--- src/rtl/mult_pkg.sv ---
// Shared types and widths for the sequential 4x4 shift-add multiplier.
package mult_pkg;
  typedef enum logic [1:0] {IDLE, CALC, DONE} mult_state_t;

  localparam int         MULT_W    = 4;
  localparam int         PROD_W    = 8;
  localparam logic [1:0] ITER_LAST = 2'd3;
endpackage

--- src/rtl/seq_mult_4x4_if.sv ---
// Start/ready request and done/product response bundle of the multiplier.
interface seq_mult_4x4_if;
  import mult_pkg::*;

  logic              start;
  logic [MULT_W-1:0] a;
  logic [MULT_W-1:0] b;
  logic              ready;
  logic              done;
  logic [PROD_W-1:0] product;

  modport master (output start, a, b, input ready, done, product);
  modport slave  (input start, a, b, output ready, done, product);
endinterface

--- src/rtl/FA_4bit.sv ---
// 4-bit ripple-carry adder; the multiplier drives it once per iteration.
module FA_4bit (
  input  logic [3:0] a,
  input  logic [3:0] b,
  input  logic       c_in,
  output logic [3:0] sum,
  output logic       c_out
);
  logic [4:0] c;

  always_comb begin
    c    = '0;
    sum  = '0;
    c[0] = c_in;
    for (int i = 0; i < 4; i++) begin
      sum[i]   = a[i] ^ b[i] ^ c[i];
      c[i+1]   = (a[i] & b[i]) | (c[i] & (a[i] ^ b[i]));
    end
    c_out = c[4];
  end
endmodule

--- src/rtl/seq_mult_4x4.sv ---
// Sequential 4x4 unsigned shift-add multiplier: four add-and-shift
// iterations through FA_4bit, then a one-cycle done pulse with the product.
module seq_mult_4x4
  import mult_pkg::*;
(
  input  logic           clk,
  input  logic           rst_n,
  seq_mult_4x4_if.slave  bus
);
  mult_state_t       state, state_nxt;
  logic [MULT_W-1:0] m;
  logic [MULT_W-1:0] acc;
  logic [MULT_W-1:0] q;
  logic              c;
  logic [1:0]        cnt;
  logic [PROD_W-1:0] product_r;

  logic [MULT_W-1:0] add_b;
  logic [MULT_W-1:0] sum;
  logic              c_out;

  // Partial product: add the multiplicand only when the current multiplier bit is set.
  assign add_b = q[0] ? m : '0;

  FA_4bit u_add (
    .a     (acc),
    .b     (add_b),
    .c_in  (1'b0),
    .sum   (sum),
    .c_out (c_out)
  );

  always_comb begin
    state_nxt = state;
    case (state)
      IDLE:    if (bus.start) state_nxt = CALC;
      CALC:    if (cnt == ITER_LAST) state_nxt = DONE;
      DONE:    state_nxt = IDLE;
      default: state_nxt = IDLE;
    endcase
  end

  always_ff @(posedge clk or negedge rst_n) begin
    if (!rst_n) begin
      state     <= IDLE;
      m         <= '0;
      acc       <= '0;
      q         <= '0;
      c         <= 1'b0;
      cnt       <= '0;
      product_r <= '0;
    end else begin
      state <= state_nxt;
      case (state)
        IDLE: begin
          if (bus.start) begin
            m   <= bus.a;
            q   <= bus.b;
            acc <= '0;
            c   <= 1'b0;
            cnt <= '0;
          end
        end
        CALC: begin
          // Shift the 9-bit {carry, sum, Q} right; the adder carry lands in A's MSB.
          {c, acc, q} <= {c_out, sum, q} >> 1;
          cnt         <= cnt + 2'd1;
          if (cnt == ITER_LAST) product_r <= {c_out, sum, q[3:1]};
        end
        default: ;
      endcase
    end
  end

  // C is architecturally part of the shift register but always shifts out as zero.
  logic unused_c;
  assign unused_c = c;

  assign bus.ready   = (state == IDLE);
  assign bus.done    = (state == DONE);
  assign bus.product = product_r;
endmodule

--- src/flat_wrapper.sv ---
// flat-port wrapper written by rule: the top's interface ports become plain ports
module seq_mult_4x4_flat import mult_pkg::*;
  (clk, rst_n, bus_start, bus_a, bus_b, bus_ready, bus_done, bus_product);
  seq_mult_4x4_if bus_i ();
  input  logic clk;
  input  logic rst_n;
  input wire logic [$bits(bus_i.start)-1:0] bus_start;
  input wire logic [$bits(bus_i.a)-1:0] bus_a;
  input wire logic [$bits(bus_i.b)-1:0] bus_b;
  output wire logic [$bits(bus_i.ready)-1:0] bus_ready;
  output wire logic [$bits(bus_i.done)-1:0] bus_done;
  output wire logic [$bits(bus_i.product)-1:0] bus_product;
  assign bus_i.start = bus_start;
  assign bus_i.a = bus_a;
  assign bus_i.b = bus_b;
  assign bus_ready = bus_i.ready;
  assign bus_done = bus_i.done;
  assign bus_product = bus_i.product;
  seq_mult_4x4 u_core (.clk(clk), .rst_n(rst_n), .bus(bus_i));
endmodule
--- config.mk ---
export PLATFORM = sky130hd
export DESIGN_NAME = seq_mult_4x4_flat
export DESIGN_NICKNAME = d
export VERILOG_FILES = /design/src/rtl/mult_pkg.sv /design/src/rtl/seq_mult_4x4_if.sv /design/src/rtl/FA_4bit.sv /design/src/rtl/seq_mult_4x4.sv /design/src/flat_wrapper.sv
export SDC_FILE = /design/constraint.sdc
export NUM_CORES = 1
export LEC_CHECK = 0
export CAP_MARGIN = 20
export CORE_UTILIZATION = 50
export CTS_CLUSTER_DIAMETER = 100
export DETAILED_ROUTE_END_ITERATION = 8
export DONT_BUFFER_PORTS = 1
export PLACE_DENSITY = 0.68
export SYNTH_ARGS = -nofsm -noshare
export SYNTH_HDL_FRONTEND = slang
export SYNTH_SLANG_ARGS = --single-unit
--- constraint.sdc ---
create_clock -name clk -period 2.2 [get_ports clk]
set_clock_uncertainty 0.15 [all_clocks]
set_input_delay 0.44 -clock clk [delete_from_list [all_inputs] [get_ports clk]]
set_output_delay 0.44 -clock clk [all_outputs]
set_load 0.02 [all_outputs]
==> flow_metrics.py <==
metrics = {
    "setup_path": {
        "crit_end": "u_core.acc[2]",
        "rr_endpoint": "u_core.acc[2]",
        "r2r_slack_ps": 4,
        "cp-start-kind": "register",
        "path_max_fanout": 2,
        "critPathBufInv": 1,
        "cp_common_cell": "fa_2",
        "r2r_start": "u_core.m[0]",
        "cp_cell_sequence": "and2_4 -> ha_4 -> inv_2 -> fa_2 -> fa_2 -> fa_1 -> o22ai_1",
        "max_stage_delay_ps": 500,
        "worst-path-stages": 7,
        "crit_required_ps": 2260,
        "cp-end-kind": "register",
        "crit_type": "reg2reg",
        "cp-startpoint": "u_core.m[0]",
        "cp_top_family": "adder cells",
        "reg2regPathDepth": 7,
        "crit_path_top_delay_cell": "fa_1",
        "crit_arrival_ps": 2250,
    },
    "place": {
        "gp_congestion": 0.685,
        "port_buffers": 0,
        "place_ws_ps": 2.62,
        "place_area_um2": 1120,
        "dp_cells": 105,
        "hpwl_mm": 1.26,
    },
    "yosys": {
        "synth_area_um2": 1110,
        "synth.most_common_cell": "dfrtp_1",
        "ys_async_sr_fraction_pct": 100,
        "synth_top_cell_by_area": "dfrtp_1",
        "synth_top_area_share_pct": 53.9,
        "synth_seq_cells": 24,
        "synth_cell_types": 23,
        "ys_seq_area_share_pct": 53.9,
        "syn-num-nets": 98,
        "synth_edf_count": 0,
        "yosys_warnings": 0,
        "synth_top_cells_by_count": "dfrtp_1 (24), inv_1 (10), mux2_2 (8)",
        "syn_avg_cell_area_um2": 13.6,
        "synthCells": 82,
        "ys_top_cells_by_area": "dfrtp_1 (54%), mux2_2 (8.1%), fa_1 (5.4%), mux2i_1 (4.5%), o221a_2 (4.0%)",
        "ys.flop_type": "dfrtp_1",
    },
    "sta": {
        "rsz0062_at_grt": "yes",
        "maxSlewHeadroom_pct": 65.2,
        "layout_min_cycle_time_ps": 2200,
        "finalWorstSetupSlack_ps": 4.19,
        "setup_viol": 0,
        "fin_crit_sh_pct": 99.8,
        "hold_viol_final": 0,
        "slew_violations": 0,
        "fmax_mhz": 455,
        "worstMarginPinSlew_ps": 520,
    },
    "routing": {
        "dr.pass1.iters": 4,
        "wl_per_cell_um": 15.9,
        "viasPerCell": 5.45,
        "drc": 0,
        "drtAntennaViolNets": 0,
        "finalWirelength_mm": 1.76,
        "num_vias": 605,
        "detail_route.iter0.violations": 12,
    },
    "power_and_ir_drop": {
        "swShare_pct": 38.6,
        "p_per_area_nw_per_um2": 1580,
        "combPwrFrac_pct": 40.1,
        "ir_drop_v": 0.000841,
        "p_int_mw": 1.17,
        "seq_power_share_pct": 47.6,
        "power.leakage_nw": 0.541,
        "p_clk_share_pct": 12.3,
        "p_sw_mw": 0.735,
    },
    "die": {
        "dieArea_um2": 2420,
        "rows": 16,
        "initial_core_util_pct": 55.1,
        "coreArea_um2": 2020,
        "die_y_um": 49.2,
        "die_w_um": 49.2,
        "num_io_pins": 21,
    },
    "final_layout": {
        "final_cell_area_um2": 1210,
        "syn2layout_area_growth_pct": 8.31,
        "drive_above_1_share_pct": 31.0,
        "n_fill_cell": 167,
        "stdcell_count": 111,
        "n_antenna_cell": 0,
        "nets": 101,
    },
    "clock_tree": {
        "ctsLongestPathBuffers": 2,
        "cts_root_buf": "clkbuf_4",
        "cts_tree": "yes",
        "htree_num_levels": 1,
        "cts.sink_count": 24,
        "clkSlewWorstSetupHoldPaths_ps": 130,
        "insertion_delay_ps": 320,
        "cts_setup_buffers": 0,
        "cts_buffers": 3,
    },
    "global_route": {
        "overflow": 0,
        "grt_first_pass_wirelength_mm": 2.99,
        "grt_max_degree": 25,
        "track_usage_pct": 17.4,
        "antenna_found_initial": 0,
        "grt_pass1_vias": 644,
    },
    "run": {
        "cap_violations": 0,
    },
    "worst_hold_path": {
        "hp-class": "in2reg",
        "hold_start": "bus_a[3]",
    },
    "status": {
        "status": "finished, final reports clean",
    },
}
-- final cells by class --
type	count	area (µm²)	share of cell area, %
Clock buffer	4	36.3	3.01
Timing Repair Buffer	3	45.0	3.73
Sequential cell	24	601	49.8
Multi-Input combinational cell	43	453	37.6
Tap cell	27	33.8	2.80
Inverter	10	37.5	3.11
-- kinds of logic (layout without fill, tap and decap cells) --
family          count (synthesis)  after routing  synth area share (%)
simple gates                   13             13                  9.33
fa+ha+maj                       5              5                  7.64
mux                            13             13                  12.6
flops                          24             24                  53.9
buf+inv                        15             17                  7.19
compound gates                 12             12                  9.33
-- what timing repair did --
action | 4_1_cts | 5_1_grt
endpoints found under the setup margin | 2 | 4
pin swaps | 0 | 1
hold buffers | 1 | 0
hold endpoints to repair | 24 | 0
resized for setup | 0 | 4
-- cell usage in the layout, fill, tap and decap left out --
cell / Yosys / final
and2_4: 0 / 1
a21oi_1: 1 / 1
dfrtp_1: 24 / 24
buf_4: 0 / 1
mux2_2: 8 / 8
o2bb2ai_1: 2 / 2
dlygate4sd3_1: 0 / 1
o221a_2: 4 / 4
ha_1: 2 / 1
nor2_1: 1 / 1
nand2_1: 3 / 3
nor3b_4: 1 / 1
or4b_1: 4 / 4
inv_2: 0 / 1
buf_16: 0 / 1
nand3b_1: 1 / 1
o21ba_2: 1 / 1
clkbuf_8: 0 / 1
mux2i_1: 5 / 5
and2b_2: 1 / 1
or2b_1: 1 / 1
inv_1: 10 / 9
o22ai_1: 3 / 3
ha_4: 0 / 1
clkbuf_4: 0 / 3
fa_2: 0 / 2
fa_1: 3 / 1
o21bai_1: 1 / 1
-- worst min-delay path by stage --
| stage | slack, ps | cells after the start | end |
|---|---|---|---|
| final | 110 | 1 | u_core.m[3] |
| after floorplan | -6 | 0 | u_core.acc[0] |
| after global routing | 80 | 1 | u_core.m[3] |
| after CTS | 100 | 1 | u_core.m[2] |
| after global placement | -5 | 0 | u_core.bus.product[2] |
| after detailed placement | -5 | 0 | u_core.bus.product[2] |
-- power by group through the flow --
stage               clock [mW]  combinational, mW  sequential, mW
detailed placement           0              0.737           0.912
floorplan                    0              0.674           0.851
global placement             0              0.704           0.905
global route             0.258              0.865           0.939
finish                   0.234              0.763           0.906
CTS                      0.239              0.747           0.901
-- registers in the layout, summed over array words and instances (netlist names) --
register            flops
u_core.state            2
u_core.bus.product      8
u_core.acc              4
u_core.q                4
u_core.m                4
u_core.cnt              2
-- through the flow --
step                utilization (%)  power [mW]  TNS [ps]  hold WS (ps)
global placement               55.3        1.61         0         -5.18
CTS                            57.5        1.89     -20.7           103
floorplan                         -        1.53         0         -5.59
detailed placement             55.3        1.65         0         -5.16
finish                         59.7        1.90         0           105
global route                   59.7        2.06      -139          83.9
-- metal layers --
layer / routed length, µm / global-route usage (%) / up-vias
li1: - / - / 290
met1: 828 / 22.9 / 296
met2: 813 / 26.0 / 14
met3: 76 / 4.36 / 5
met4: 42 / 10.3 / 0
met5: 0 / 0 / -
(Power assumes the default switching activity.)
